### config.mk
export PLATFORM = sky130hd
export DESIGN_NAME = ads_i2c_target
export DESIGN_NICKNAME = d
export VERILOG_FILES = /design/src/rtl/ads_i2c_target.sv
export SDC_FILE = /design/constraint.sdc
export NUM_CORES = 1
export LEC_CHECK = 0
export CORE_UTILIZATION = 63
export DETAILED_ROUTE_END_ITERATION = 16
export PLACE_DENSITY = 0.85
export SYNTH_ARGS = -nofsm -noshare
export SYNTH_HDL_FRONTEND = slang
export SYNTH_SLANG_ARGS = --single-unit
### constraint.sdc
create_clock -name clk_i -period 5 [get_ports clk_i]
set_clock_uncertainty 0.05 [all_clocks]
set_input_delay 0.5 -clock clk_i [delete_from_list [all_inputs] [get_ports clk_i]]
set_output_delay 0.5 -clock clk_i [all_outputs]
set_load 0.005 [all_outputs]
### src/rtl/ads_i2c_target.sv
// ads_i2c_target: I2C target that emulates an ADS1115-style 16-bit ADC.
//
// The pointer, config and conversion registers are visible on a single I2C
// bus at a fixed 7-bit address. Setting OS (config bit 15) starts a timed
// conversion. When the conversion ends, the sample on conv_data_i is latched.
//
// Ports:
//   clk_i        system clock (>= 16x SCL)
//   rst_ni       asynchronous active-low reset
//   scl_i/sda_i  raw bus inputs, asynchronous to clk_i
//   sda_oe_o     1 = pull SDA low (open-drain, tristated externally)
//   conv_data_i  two's-complement sample captured at conversion end
//   config_o     current config register
//   config_wr_o  one-cycle pulse when a 16-bit config write commits
//   busy_o       conversion in progress
//
// Build option: define ADS_TARGET_GLITCH_FILTER_EN to insert a 3-sample
// majority filter after the synchronizers. The filter adds 2 cycles of input
// latency and drops pulses of 1 clk_i.
module ads_i2c_target #(
  parameter logic [6:0]  ADDRESS     = 7'b1001001,
  parameter int unsigned CONV_CYCLES = 4000,
  parameter logic [15:0] CONFIG_RST  = 16'h8583
) (
  input  logic        clk_i,
  input  logic        rst_ni,
  input  logic        scl_i,
  input  logic        sda_i,
  output logic        sda_oe_o,
  input  logic [15:0] conv_data_i,
  output logic [15:0] config_o,
  output logic        config_wr_o,
  output logic        busy_o
);
  localparam int CW = $clog2(CONV_CYCLES + 1);

  typedef enum logic [3:0] {
    IDLE, ADDR, ADDR_ACK, PTR, PTR_ACK, WDATA, WDATA_ACK, RDATA, RMACK, IGNORE
  } state_e;

  // ---------------- input path ----------------
  logic [1:0] scl_sync, sda_sync;
  always_ff @(posedge clk_i or negedge rst_ni) begin
    if (!rst_ni) begin
      scl_sync <= 2'b11;
      sda_sync <= 2'b11;
    end else begin
      scl_sync <= {scl_sync[0], scl_i};
      sda_sync <= {sda_sync[0], sda_i};
    end
  end

  logic scl_s, sda_s;
`ifdef ADS_TARGET_GLITCH_FILTER_EN
  logic [2:0] scl_hist, sda_hist;
  always_ff @(posedge clk_i or negedge rst_ni) begin
    if (!rst_ni) begin
      scl_hist <= 3'b111;
      sda_hist <= 3'b111;
    end else begin
      scl_hist <= {scl_hist[1:0], scl_sync[1]};
      sda_hist <= {sda_hist[1:0], sda_sync[1]};
    end
  end
  // Majority of 3: the output follows once two samples agree. A 1-cycle
  // pulse only ever occupies one slot, so it never shows up here.
  assign scl_s = (scl_hist[0] & scl_hist[1]) | (scl_hist[0] & scl_hist[2]) |
                 (scl_hist[1] & scl_hist[2]);
  assign sda_s = (sda_hist[0] & sda_hist[1]) | (sda_hist[0] & sda_hist[2]) |
                 (sda_hist[1] & sda_hist[2]);
`else
  assign scl_s = scl_sync[1];
  assign sda_s = sda_sync[1];
`endif

  logic scl_q, sda_q;
  always_ff @(posedge clk_i or negedge rst_ni) begin
    if (!rst_ni) begin
      scl_q <= 1'b1;
      sda_q <= 1'b1;
    end else begin
      scl_q <= scl_s;
      sda_q <= sda_s;
    end
  end

  logic scl_rise, scl_fall, start_det, stop_det;
  assign scl_rise  = scl_s & ~scl_q;
  assign scl_fall  = ~scl_s & scl_q;
  assign start_det = scl_s & scl_q & sda_q & ~sda_s;
  assign stop_det  = scl_s & scl_q & ~sda_q & sda_s;

  // ---------------- registers ----------------
  state_e        state_q, state_d;
  logic [3:0]    bit_cnt_q;
  logic [7:0]    shreg_q, msb_q, tx_sr_q;
  logic [1:0]    ptr_q, wbyte_q, rd_idx_q;
  logic          mack_q, oe_q, oe_d;
  logic [15:0]   shadow_q, cfg_q, conv_q;
  logic          busy_q, cfg_wr_q;
  logic [CW-1:0] cnt_q;

  // Register the pointer selects, as it would be seen by a read.
  logic [15:0] reg_rd;
  always_comb begin
    unique case (ptr_q)
      2'd0:    reg_rd = conv_q;
      2'd1:    reg_rd = {~busy_q, cfg_q[14:0]};
      2'd2:    reg_rd = 16'h8000;
      default: reg_rd = 16'h7FFF;
    endcase
  end

  // Byte that the next SCL fall starts to shift out. A new byte is loaded when
  // RDATA is entered. Inside RDATA the current byte keeps shifting.
  logic [1:0] nxt_idx;
  logic [7:0] nxt_byte, tx_cur;
  always_comb begin
    nxt_idx = 2'd0;
    if (state_q == RMACK) nxt_idx = (rd_idx_q == 2'd2) ? 2'd2 : rd_idx_q + 2'd1;
    nxt_byte = 8'hFF;
    unique case (nxt_idx)
      2'd0:    nxt_byte = shadow_q[15:8];
      2'd1:    nxt_byte = shadow_q[7:0];
      default: nxt_byte = 8'hFF;
    endcase
    tx_cur = (state_q == RDATA) ? {tx_sr_q[6:0], 1'b1} : nxt_byte;
  end

  // The config write commits on the 8th rise of the LSB byte. The LSB itself
  // is only complete once the live SDA sample is appended.
  logic        commit;
  logic [15:0] commit_data;
  assign commit      = scl_rise && !start_det && !stop_det && state_q == WDATA &&
                       bit_cnt_q == 4'd7 && wbyte_q == 2'd1 && ptr_q == 2'd1;
  assign commit_data = {msb_q, shreg_q[6:0], sda_s};

  // ---------------- FSM: state register ----------------
  always_ff @(posedge clk_i or negedge rst_ni) begin
    if (!rst_ni) state_q <= IDLE;
    else         state_q <= state_d;
  end

  // ---------------- FSM: next state ----------------
  always_comb begin
    state_d = state_q;
    if (stop_det)       state_d = IDLE;
    else if (start_det) state_d = ADDR;
    else if (scl_fall) begin
      unique case (state_q)
        ADDR:      if (bit_cnt_q == 4'd8)
                     state_d = (shreg_q[7:1] == ADDRESS) ? ADDR_ACK : IGNORE;
        ADDR_ACK:  state_d = shreg_q[0] ? RDATA : PTR;
        PTR:       if (bit_cnt_q == 4'd8) state_d = PTR_ACK;
        PTR_ACK:   state_d = WDATA;
        WDATA:     if (bit_cnt_q == 4'd8) state_d = WDATA_ACK;
        WDATA_ACK: state_d = WDATA;
        RDATA:     if (bit_cnt_q == 4'd8) state_d = RMACK;
        RMACK:     state_d = mack_q ? RDATA : IGNORE;
        default:   ;
      endcase
    end
  end

  // ---------------- FSM: output (SDA drive, updated on SCL falls) ----------------
  always_comb begin
    oe_d = oe_q;
    if (start_det || stop_det) oe_d = 1'b0;
    else if (scl_fall) begin
      unique case (state_d)
        ADDR_ACK, PTR_ACK, WDATA_ACK: oe_d = 1'b1;
        RDATA:                        oe_d = ~tx_cur[7];
        default:                      oe_d = 1'b0;
      endcase
    end
  end

  always_ff @(posedge clk_i or negedge rst_ni) begin
    if (!rst_ni) oe_q <= 1'b0;
    else         oe_q <= oe_d;
  end

  // ---------------- bus datapath ----------------
  always_ff @(posedge clk_i or negedge rst_ni) begin
    if (!rst_ni) begin
      bit_cnt_q <= '0;
      shreg_q   <= '0;
      msb_q     <= '0;
      tx_sr_q   <= '0;
      ptr_q     <= '0;
      wbyte_q   <= '0;
      rd_idx_q  <= '0;
      mack_q    <= 1'b0;
      shadow_q  <= '0;
    end else if (start_det || stop_det) begin
      bit_cnt_q <= '0;
      wbyte_q   <= '0;
      rd_idx_q  <= '0;
    end else if (scl_rise) begin
      unique case (state_q)
        ADDR, PTR, WDATA: if (bit_cnt_q != 4'd8) begin
          shreg_q   <= {shreg_q[6:0], sda_s};
          bit_cnt_q <= bit_cnt_q + 4'd1;
        end
        RDATA:   if (bit_cnt_q != 4'd8) bit_cnt_q <= bit_cnt_q + 4'd1;
        RMACK:   mack_q <= ~sda_s;
        default: ;
      endcase
    end else if (scl_fall) begin
      if (state_d != state_q) bit_cnt_q <= '0;
      if (state_d == RDATA)   tx_sr_q   <= tx_cur;
      unique case (state_q)
        ADDR:    if (state_d == ADDR_ACK) shadow_q <= reg_rd;
        PTR:     if (bit_cnt_q == 4'd8) ptr_q <= shreg_q[1:0];
        WDATA:   if (bit_cnt_q == 4'd8) begin
          if (wbyte_q == 2'd0) msb_q <= shreg_q;
          if (wbyte_q != 2'd2) wbyte_q <= wbyte_q + 2'd1;
        end
        RMACK:   if (mack_q && rd_idx_q != 2'd2) rd_idx_q <= rd_idx_q + 2'd1;
        default: ;
      endcase
    end
  end

  // ---------------- config + conversion timer ----------------
  always_ff @(posedge clk_i or negedge rst_ni) begin
    if (!rst_ni) begin
      cfg_q    <= CONFIG_RST;
      cfg_wr_q <= 1'b0;
      busy_q   <= 1'b0;
      cnt_q    <= '0;
      conv_q   <= '0;
    end else begin
      cfg_wr_q <= commit;
      if (commit) cfg_q <= {1'b0, commit_data[14:0]};
      if (commit && commit_data[15] && !busy_q) begin
        busy_q <= 1'b1;
        cnt_q  <= CW'(CONV_CYCLES);
      end else if (busy_q) begin
        if (cnt_q == CW'(1)) begin
          busy_q <= 1'b0;
          conv_q <= conv_data_i;
        end else begin
          cnt_q <= cnt_q - CW'(1);
        end
      end
    end
  end

  assign sda_oe_o    = oe_q;
  assign config_o    = cfg_q;
  assign config_wr_o = cfg_wr_q;
  assign busy_o      = busy_q;
endmodule

# Word level (Yosys, flattened, before mapping)

Cells that the tools add are included.

Flip-flop bits (word level): 107
Bits of input ports: 20
Output and inout bits: 19
Logic and storage cells: 151

Add/subtract/negate cells: 4
Equality and inequality tests: 29
Muxes and demuxes: 42
Bitwise logic cells: 16
Reductions and logical operators: 40

Operators with widths:

| cell                                               | number |
|---|---|
| 2-to-1 mux 4 bit                                   | 15 |
| case mux 16 bit (3 select lines)                   | 1 |
| 2-to-1 mux 12 bit                                  | 3 |
| == test 4 x 3 -> 1 bit, second input constant      | 8 |
| case mux 4 bit (7 select lines)                    | 1 |
| 2-to-1 mux 2 bit                                   | 13 |
| case mux 8 bit (2 select lines)                    | 1 |
| AND reduction 4 bit                                | 4 |
| AND reduction 5 bit                                | 3 |
| nonzero test 2 bit                                 | 7 |
| == test 12 x 1 -> 1 bit, second input constant     | 1 |
| == test 4 x 2 -> 1 bit, second input constant      | 3 |
| subtractor 12 x 1 -> 12 bit, second input constant | 1 |
| logical AND 1 bit                                  | 9 |
| inverter 1 bit                                     | 9 |
| == test 4 bit, second input constant               | 2 |
| 2-to-1 mux 8 bit                                   | 1 |
| bitwise AND 1 bit                                  | 7 |
| == test 7 bit, second input constant               | 1 |
| == test 2 x 1 -> 1 bit, second input constant      | 3 |
| logical NOT 2 bit                                  | 3 |
| != test 2 bit, second input constant               | 3 |
| AND reduction 3 bit                                | 2 |
| AND reduction 6 bit                                | 1 |
| other kinds (19)                                   | 29 |

# Depth between registers and ports, before layout

Gate-level depths: netlist of run 1.

Depth in word-level cells: 14
Mapped depth: 10
Depth with buffers taken out: 8

# Worst setup path before layout of run 1

Ideal clock, no wire load.

Path type: reg2reg
Start: reg scl_q
End: reg bit_cnt_q[2]
Library setup time: 0.126 ns
Arrival: 2.190 ns
Required time: 4.824 ns
Slack: 2.634 ns
Stages on the path, launching flop included: 7
Path buffers: 1
Period minus slack after synthesis: 2.366 ns
Cell sequence: dfstp_2 -> ha_1 -> clkbuf_1 -> nand2_1 -> or4b_1 -> a41o_1 -> a221o_1

Word-level cells in the longest chain between the ends: 8
Elaborated cells on any way between the ends: 20
Those cells by class: 3 x eq/ne; 5 x mux; 8 x bitwise; 4 x reduce/logical

RTL lines:

| item                           | line   | text |
|---|---|---|
| start, declared                | 76     | `logic scl_q, sda_q;` |
| start signal, assigned         | 82     | `scl_q <= scl_s;` |
| bitwise AND 1 bit              | 90, 91 |  |
| bitwise AND 1 bit (2 in a row) | 90     | `assign start_det = scl_s & scl_q & sda_q & ~sda_s;` |
| 2-to-1 mux 4 bit               | 148    | `else if (start_det) state_d = ADDR;` |
| 2-to-1 mux 4 bit               | 147    | `if (stop_det) state_d = IDLE;` |
| != test 4 bit                  | 210    | `if (state_d != state_q) bit_cnt_q <= '0;` |
| nonzero test 3 bit (no line)   | -      |  |
| AND reduction 4 bit (no line)  | -      |  |
| end signal, assigned           | 203    | `bit_cnt_q <= bit_cnt_q + 4'd1;` |
| end signal, assigned           | 205    | `RDATA: if (bit_cnt_q != 4'd8) bit_cnt_q <= bit_cnt_q + 4'd1;` |
| end, declared                  | 95     | `logic [3:0] bit_cnt_q;` |

Parallel ways exist; a longest one is shown, timed or not.
A chain may end at the register's enable or synchronous reset.

# Worst setup path in the final report of run 1

Start: reg state_q[0]
End: reg shadow_q[15]

Word-level cells in the longest chain between the ends: 8
Elaborated cells on any way between the ends: 19
Those cells by class: 9 x eq/ne; 8 x mux; 2 x reduce/logical

RTL lines:

| item                            | line | text |
|---|---|---|
| start, declared                 | 94   | `state_e state_q, state_d;` |
| start signal, assigned          | 141  | `else state_q <= state_d;` |
| == test 4 x 3 -> 1 bit          | 150  | `unique case (state_q)` |
| OR reduction 2 bit (no line)    | -    |  |
| case mux 4 bit (7 select lines) | 150  |  |
| 2-to-1 mux 4 bit                | 149  | `else if (scl_fall) begin` |
| 2-to-1 mux 4 bit                | 148  |  |
| 2-to-1 mux 4 bit                | 147  |  |
| == test 4 x 2 -> 1 bit          | 213  | `ADDR: if (state_d == ADDR_ACK) shadow_q <= reg_rd;` |
| AND reduction 5 bit (no line) * | -    |  |
| end signal, assigned            | 213  |  |
| end, declared                   | 99   | `logic [15:0] shadow_q, cfg_q, conv_q;` |

Mark *: on every way between the ends. The rest lies on a longest branch, timed or not.

==> metrics.cfg, run 1 <==
[finish]
nets = 520
fin_util = 0.7253
antenna_cells = 0
fin_cells = 598
drive_gt1_frac = 0.2191
syn_to_final_growth_pct = 11.34

[setup_path]
crit_family = simple AND/OR/NAND/NOR gates
worst_setup_path_end_kind = register
cp-start-kind = register
crit_path_top_delay_cell = nor3_4
critPathRequiredTime_ns = 5.21
cp.arrival_ns = 3.22
crit_type = reg2reg
cpPeakStageDelay_ns = 0.81
timing.critical_path.buf_inv = 0
critPathMaxFanout = 16
path_cells = nor2b_1 -> nand2_1 -> o221ai_1 -> o211ai_2 -> nor3_4 -> mux2_1

[floorplan]
core_um2 = 8217
row_count = 33
die_area_um2 = 8869
initial_utilization = 0.6514
ios = 39
fp.dieH_um = 94.18
fp.dieW_um = 94.18

[synth]
ys_seq_area_frac = 0.5030
synth-edff-count = 0
synth.avg_cell_area_um2 = 11.64
synth.distinct_cells = 67
syn-cell-area_um2 = 5353
synthCells = 460
ys.warnings.count = 0
synthFlopType = dfrtp_1
synthArstFlopShare = 1.000
ys_seq_elements = 107
syn_nets = 492

[timing]
finalCritPeriodShare = 0.6017
worst_pin_slew_ns = 0.9265
max_slew_margin = 0.3804
period_needed_ns = 3.009
tns_ns = 0
grt_setup_unrepaired = no
maxSlewViolCount = 0
setup_viol = 0
timing.fmax_mhz = 332.4
finalHoldViolations = 0

[clock_network]
cts_resized = 0
numCtsBuffers = 9
post-cts-setup-buffers = 0
path_clk_slew_ns = 0.11
post_cts_hold_buffer_count = 0
cts-htree-levels = 3
clockBufferDepth = 2
cts_tree = built
cts_root_buffer = clkbuf_8
clk_latency_ns = 0.37
cts_sinks = 107

[routing]
drc_errors = 0
wirelength_um = 11050
ant_nets = 0
first_pass_iters = 5
routedWlPerCell_um = 18.48
drtIter0Drc = 201
via_count = 3649
vias_per_cell = 6.102

[place]
numPortBuffers = 38
place_congestion = 0.9353
post-dp-hpwl_um = 7727
dp_cells = 582

[power_and_ir_drop]
leakage_nw = 2.645
irDropWorstVdd_mv = 0.2072
power_density_nw_per_um2 = 365.8

[global_routing]
grt_pass1_vias = 3675
grt_pass1_wl_um = 18570
gr-usage-all-layers = 0.2752
grt_max_degree = 60
antenna_found_initial = 0
grt_overflow = 0

[outcome]
status = finished, final reports clean

[hold_path]
hold_class = in2async

[flow_run]
max-cap-violations = 0

==> routing by layer <==
metal	global-route usage	vias up	share of wire
met3	0.06392	28	0.049
met2	0.4414	122	0.49
li1	-	1700	-
met4	0.08718	0	0.022
met5	0	-	0
met1	0.3696	1799	0.44
==> cells by family (layout without fill, tap and decap cells) <==
family,Yosys count,after routing,synth area share
adders and majority gates,12,12,0.02805
muxes,73,73,0.1592
AOI/OAI and AO/OA,86,86,0.1148
and+or+nand+nor,126,126,0.1421
xor gates and xnor gates,4,4,0.006546
DFF,107,107,0.5030
buffers and inverters,52,85,0.04628
==> registers in the layout, summed over array words and instances, names as in the netlist <==
register     cells
config_o        16
bit_cnt_q        4
scl_sync         2
shreg_q          8
mack_q           1
sda_sync         2
wbyte_q          2
sda_oe_o         1
ptr_q            2
cnt_q           12
busy_o           1
shadow_q        16
conv_q          16
scl_q            1
msb_q            8
config_wr_o      1
rd_idx_q         2
tx_sr_q          7
sda_q            1
state_q          4
==> where the power goes <==
| part | switching [W] | total (W) | internal, W |
|---|---|---|---|
| clock network | 0.000320 | 0.000566 | 0.000245 |
| logic | 0.000235 | 0.000461 | 0.000227 |
| registers | 0.000149 | 0.00115 | 0.00100 |
==> Yosys cell counts (4+ instances only) <==
cell,instances,share of area
clkbuf_1,9,0.0063
nor3_1,6,0.0056
o22ai_1,24,0.028
ha_1,12,0.028
mux2_4,13,0.036
buf_2,6,0.0056
dfstp_2,12,0.059
nand3b_1,6,0.0084
nand3_1,10,0.0094
a21oi_1,7,0.0065
and3_1,4,0.0047
inv_1,29,0.020
mux2_2,44,0.093
dfrtp_1,95,0.44
or3_1,5,0.0058
buf_4,4,0.0056
mux2i_1,15,0.028
nor2_1,10,0.0070
o21ai_0,24,0.022
nor2b_1,18,0.021
buf_6,4,0.0084
nand2_1,32,0.022
==> path summary, 6_finish.rpt <==
kind | from | end | slack, ns | depth (start not counted)
setup reg to reg | state_q[0] | shadow_q[15] | 1.99 | 6
setup / recovery | state_q[0] | shadow_q[15] | 1.99 | 6
min in group clk_i | sda_sync[0] | sda_sync[1] | 0.31 | 0
hold / removal | rst_ni | rd_idx_q[0] | 0.11 | 1
hold reg to reg | sda_sync[0] | sda_sync[1] | 0.31 | 0
max in group asynchronous | rst_ni | msb_q[1] | 3.71 | 2
==> cell usage in the layout, fill, tap and decap left out, types with 3 or more instances in the layout <==
cell              n
ha_1             12
nor2_1           10
nand4_1           3
a22o_1            3
nand3_1          10
o21bai_1          3
clkbuf_8          9
o21ai_0          24
clkdlybuf4s50_1  37
a21oi_1           7
mux2_4           13
and2_1            3
nand2b_1          3
nand3b_1          6
dfstp_2          12
nor2b_1          18
mux2i_1          15
buf_4             3
xor2_1            3
o22ai_1          24
or3_1             5
nand2_1          32
nor3b_1           3
dfrtp_1          95
and3_1            4
inv_1            29
mux2_2           44
nor3_1            6
==> stage by stage <==
step | instance area, um^2 | power (W) | hold WS [ns] | setup WS [ns]
floorplan | 5353 | 0.001475 | 0.1544 | 2.634
global placement | 5738 | 0.001584 | 0.2984 | 2.155
detailed placement | 5738 | 0.001616 | 0.2968 | 2.076
CTS | 5959 | 0.002185 | 0.1421 | 2.044
global route | 5959 | 0.002293 | 0.1750 | 1.704
finish | 5959 | 0.002180 | 0.1127 | 1.991
==> final cells by class <==
class,instances,area [um^2]
Fill cell,538,2257
Inverter,29,108.9
Clock inverter,7,97.59
Tap cell,105,131.4
Clock buffer,9,123.9
Sequential cell,107,2693
Multi-Input combinational cell,301,2412
Timing Repair Buffer,40,392.9
No activity file was read; power rests on OpenSTA's default activity.
==> inputs of run 2 (changes only) <==
--- a/config.mk
+++ b/config.mk
@@ -5,9 +5,9 @@
 export SDC_FILE = /design/constraint.sdc
 export NUM_CORES = 1
 export LEC_CHECK = 0
-export CORE_UTILIZATION = 63
+export CORE_UTILIZATION = 53
 export DETAILED_ROUTE_END_ITERATION = 16
-export PLACE_DENSITY = 0.85
+export PLACE_DENSITY = 0.76
 export SYNTH_ARGS = -nofsm -noshare
 export SYNTH_HDL_FRONTEND = slang
 export SYNTH_SLANG_ARGS = --single-unit
==> constraint.sdc (replaced) <==
create_clock -name clk_i -period 2.56 [get_ports clk_i]
set_clock_uncertainty 0.05 [all_clocks]
set_input_delay 0.256 -clock clk_i [delete_from_list [all_inputs] [get_ports clk_i]]
set_output_delay 0.256 -clock clk_i [all_outputs]
set_load 0.005 [all_outputs]
==> run 2 against run 1 <==
Die area is 18% higher; register-to-register slack worse by 1.9 ns; wire length decreased by 0.92%; sequential share of layout area shrank 1.5 points.
==> metrics.cfg, run 2 (synthesis gave the netlist of run 1 again) <==
[place]
numPortBuffers = 38  ; unchanged
placed_cell_area_um2 = 5948  ; was 5738 um^2
place_congestion = 0.8584  ; was 0.9353
dp_slack_ns = 0.07717  ; was 2.076 ns
dp_cells = 630  ; was 582
post-dp-hpwl_um = 8067  ; was 7727 um

[floorplan]
ios = 39  ; unchanged
row_count = 36  ; was 33
fp.dieW_um = 102.5  ; was 94.18 um
die_area_um2 = 10510  ; was 8869 um^2
fp.dieH_um = 102.5  ; was 94.18 um
core_um2 = 9774  ; was 8217 um^2
initial_utilization = 0.5476  ; was 0.6514

[timing]
setup_slack_ns = 0.1063  ; was 1.991 ns
grt_setup_unrepaired = no  ; unchanged
setup_viol = 0  ; unchanged
finalHoldViolations = 0  ; unchanged
tns_ns = 0  ; unchanged
hold_ws_ns = 0.2373  ; was 0.1127 ns
period_needed_ns = 2.454  ; was 3.009 ns
max_slew_margin = 0.5250  ; was 0.3804
worst_pin_slew_ns = 0.7059  ; was 0.9265 ns
timing.fmax_mhz = 407.5  ; was 332.4 MHz
maxSlewViolCount = 0  ; unchanged
finalCritPeriodShare = 0.9585  ; was 0.6017

[setup_path]
critPathRequiredTime_ns = 2.77  ; was 5.21 ns
crit_path_top_delay_cell = dfrtp_1  ; was nor3_4
cp-start-kind = register  ; unchanged
crit_type = reg2reg  ; unchanged
path_cells = nor2b_2 -> a21bo_2 -> a2bb2oi_2 -> or4b_1 -> a41o_1 -> a221o_1  ; was nor2b_1 -> nand2_1 -> o221ai_1 -> o211ai_2 -> nor3_4 -> mux2_1
reg2reg_from = state_q[0]  ; unchanged
timing.rr.end = bit_cnt_q[3]  ; was shadow_q[15]
critPathMaxFanout = 11  ; was 16
ff2ff_setup_slack_ns = 0.11  ; was 1.99 ns
reg2reg_depth = 6  ; unchanged
cp.arrival_ns = 2.66  ; was 3.22 ns
worst_setup_path_end_kind = register  ; unchanged
cpPeakStageDelay_ns = 0.55  ; was 0.81 ns

[clock_network]
cts_sinks = 107  ; unchanged
post-cts-setup-buffers = 0  ; unchanged
path_clk_slew_ns = 0.09  ; was 0.11 ns
cts_root_buffer = clkbuf_8  ; unchanged
clk_latency_ns = 0.38  ; was 0.37 ns
numCtsBuffers = 9  ; unchanged
cts_tree = built  ; unchanged
cts-htree-levels = 3  ; unchanged
clockBufferDepth = 2  ; unchanged

[finish]
final_area_um2 = 6157  ; was 5959 um^2
antenna_cells = 0  ; unchanged
drive_gt1_frac = 0.2529  ; was 0.2191
fillCellCount = 793  ; was 538
multi_input_area_um2 = 2422  ; was 2412 um^2
seq_area_um2 = 2693  ; unchanged
syn_to_final_growth_pct = 15.03  ; was 11.34%
layout_commonest_cell = dfrtp_1  ; unchanged
nets = 541  ; was 520
fin_cells = 647  ; was 598
final_cell_mix = dfrtp_1 (95), mux2_2 (44), clkdlybuf4s50_1 (37)  ; unchanged

[power_and_ir_drop]
switchingPower_w = 0.001335  ; was 0.0007046 W
p_seq_frac = 0.528  ; was 0.529
clockPowerShare = 0.235  ; was 0.259
switching_share = 0.3176  ; was 0.3232
irDropWorstVdd_mv = 0.4387  ; was 0.2072 mV
leakage_nw = 2.749  ; was 2.645 nW
power_density_nw_per_um2 = 682.9  ; was 365.8 nW/um^2
p_int_w = 0.002869  ; was 0.001475 W
comb_power_share = 0.237  ; was 0.212

[global_routing]
grt_pass1_wl_um = 18200  ; was 18570 um
grt_overflow = 0  ; unchanged
antenna_found_initial = 0  ; unchanged
gr-usage-all-layers = 0.2303  ; was 0.2752
grt_pass1_vias = 3656  ; was 3675
grt_max_degree = 54  ; was 60

[flow_run]
max-cap-violations = 0  ; unchanged

[outcome]
status = finished, final reports clean  ; unchanged

[hold_path]
hold_class = in2reg  ; was in2async
hold_path_depth = 1
worstHoldStart = sda_i
hold_end = sda_sync[0]

[routing]
drtIter0Drc = 227  ; was 201
via_count = 3675  ; was 3649
first_pass_iters = 4  ; was 5
wirelength_um = 10950  ; was 11050 um
drc_errors = 0  ; unchanged
vias_per_cell = 5.680  ; was 6.102
routedWlPerCell_um = 16.92  ; was 18.48 um
ant_nets = 0  ; unchanged

run 2: cell types whose count changed in the layout (fill, tap and decap cells not counted), sizes merged:
cell and change:
buf +20, clkbuf +3, bufinv -1, clkinvlp -1
dlygate4sd3 +1, inv -1
run 2: worst max-delay path, delay by kind of cell (launching register included):
| family | cells | cell delay [ns] |
|---|---|---|
| DFF | 1 | 0.55 |
| AOI/OAI and AO/OA | 4 | 0.93 |
| and+or+nand+nor | 2 | 0.80 |
run 2: what timing repair did:
item	4_1_cts	5_1_grt
hold endpoints to repair	42	0
resized for setup	0	3
hold buffers	1	0
setup endpoints to repair	0	16
run 2: stage by stage:
step | util | power [W]
finish | 0.6299 | 0.004205
CTS | 0.6289 | 0.004221
detailed placement | 0.6086 | 0.003230
floorplan | - | 0.002881
global placement | 0.6086 | 0.003180
global route | 0.6299 | 0.004449
run 2: worst max path at each step:
| stage | slack [ns] | from | end | cells past startpoint |
|---|---|---|---|---|
| final | 0.11 | state_q[0] | bit_cnt_q[3] | 6 |
| after floorplan | 0.19 | scl_q | bit_cnt_q[2] | 6 |
| after global routing | 0.002 | shreg_q[6] | tx_sr_q[2] | 8 |
| after detailed placement | 0.08 | state_q[0] | bit_cnt_q[3] | 6 |
| after CTS | 0.05 | state_q[0] | bit_cnt_q[3] | 6 |
| after global placement | 0.15 | state_q[0] | tx_sr_q[3] | 7 |
run 2: layout make-up:
| class | instances | share of cell area |
|---|---|---|
| clock buffer | 12 | 0.02520 |
| clock inverter | 4 | 0.005487 |
| tap | 133 | 0.02703 |
| timing repair buffer | 61 | 0.09388 |
| multi-input combinational | 301 | 0.3934 |
| sequential | 107 | 0.4373 |
| inverter | 29 | 0.01768 |
run 2: routing by layer:
metal,vias to the layer above,share of wire,global-route usage
li1,1737,-,-
met1,1835,0.47,0.3281
met2,88,0.47,0.3559
met3,15,0.048,0.04678
met4,0,0.015,0.07143
met5,-,0,0
run 2: power by group through the flow:
stage / logic (W) / registers (W) / clock network [W]
after floorplan: 0.000743 / 0.00214 / 0
after global placement: 0.000949 / 0.00223 / 0
after detailed placement: 0.000982 / 0.00225 / 0
after CTS: 0.000991 / 0.00222 / 0.00101
after global routing: 0.00110 / 0.00227 / 0.00109
final: 0.000995 / 0.00222 / 0.000989
==> inputs of run 3 (changes only) <==
--- a/config.mk
+++ b/config.mk
@@ -7,6 +7,7 @@
 export LEC_CHECK = 0
 export CORE_UTILIZATION = 53
 export DETAILED_ROUTE_END_ITERATION = 16
+export HOLD_SLACK_MARGIN = 0.15
 export PLACE_DENSITY = 0.76
 export SYNTH_ARGS = -nofsm -noshare
 export SYNTH_HDL_FRONTEND = slang
==> results of run 3 <==
Final layout, timing and power as in run 2 (identical DEF).
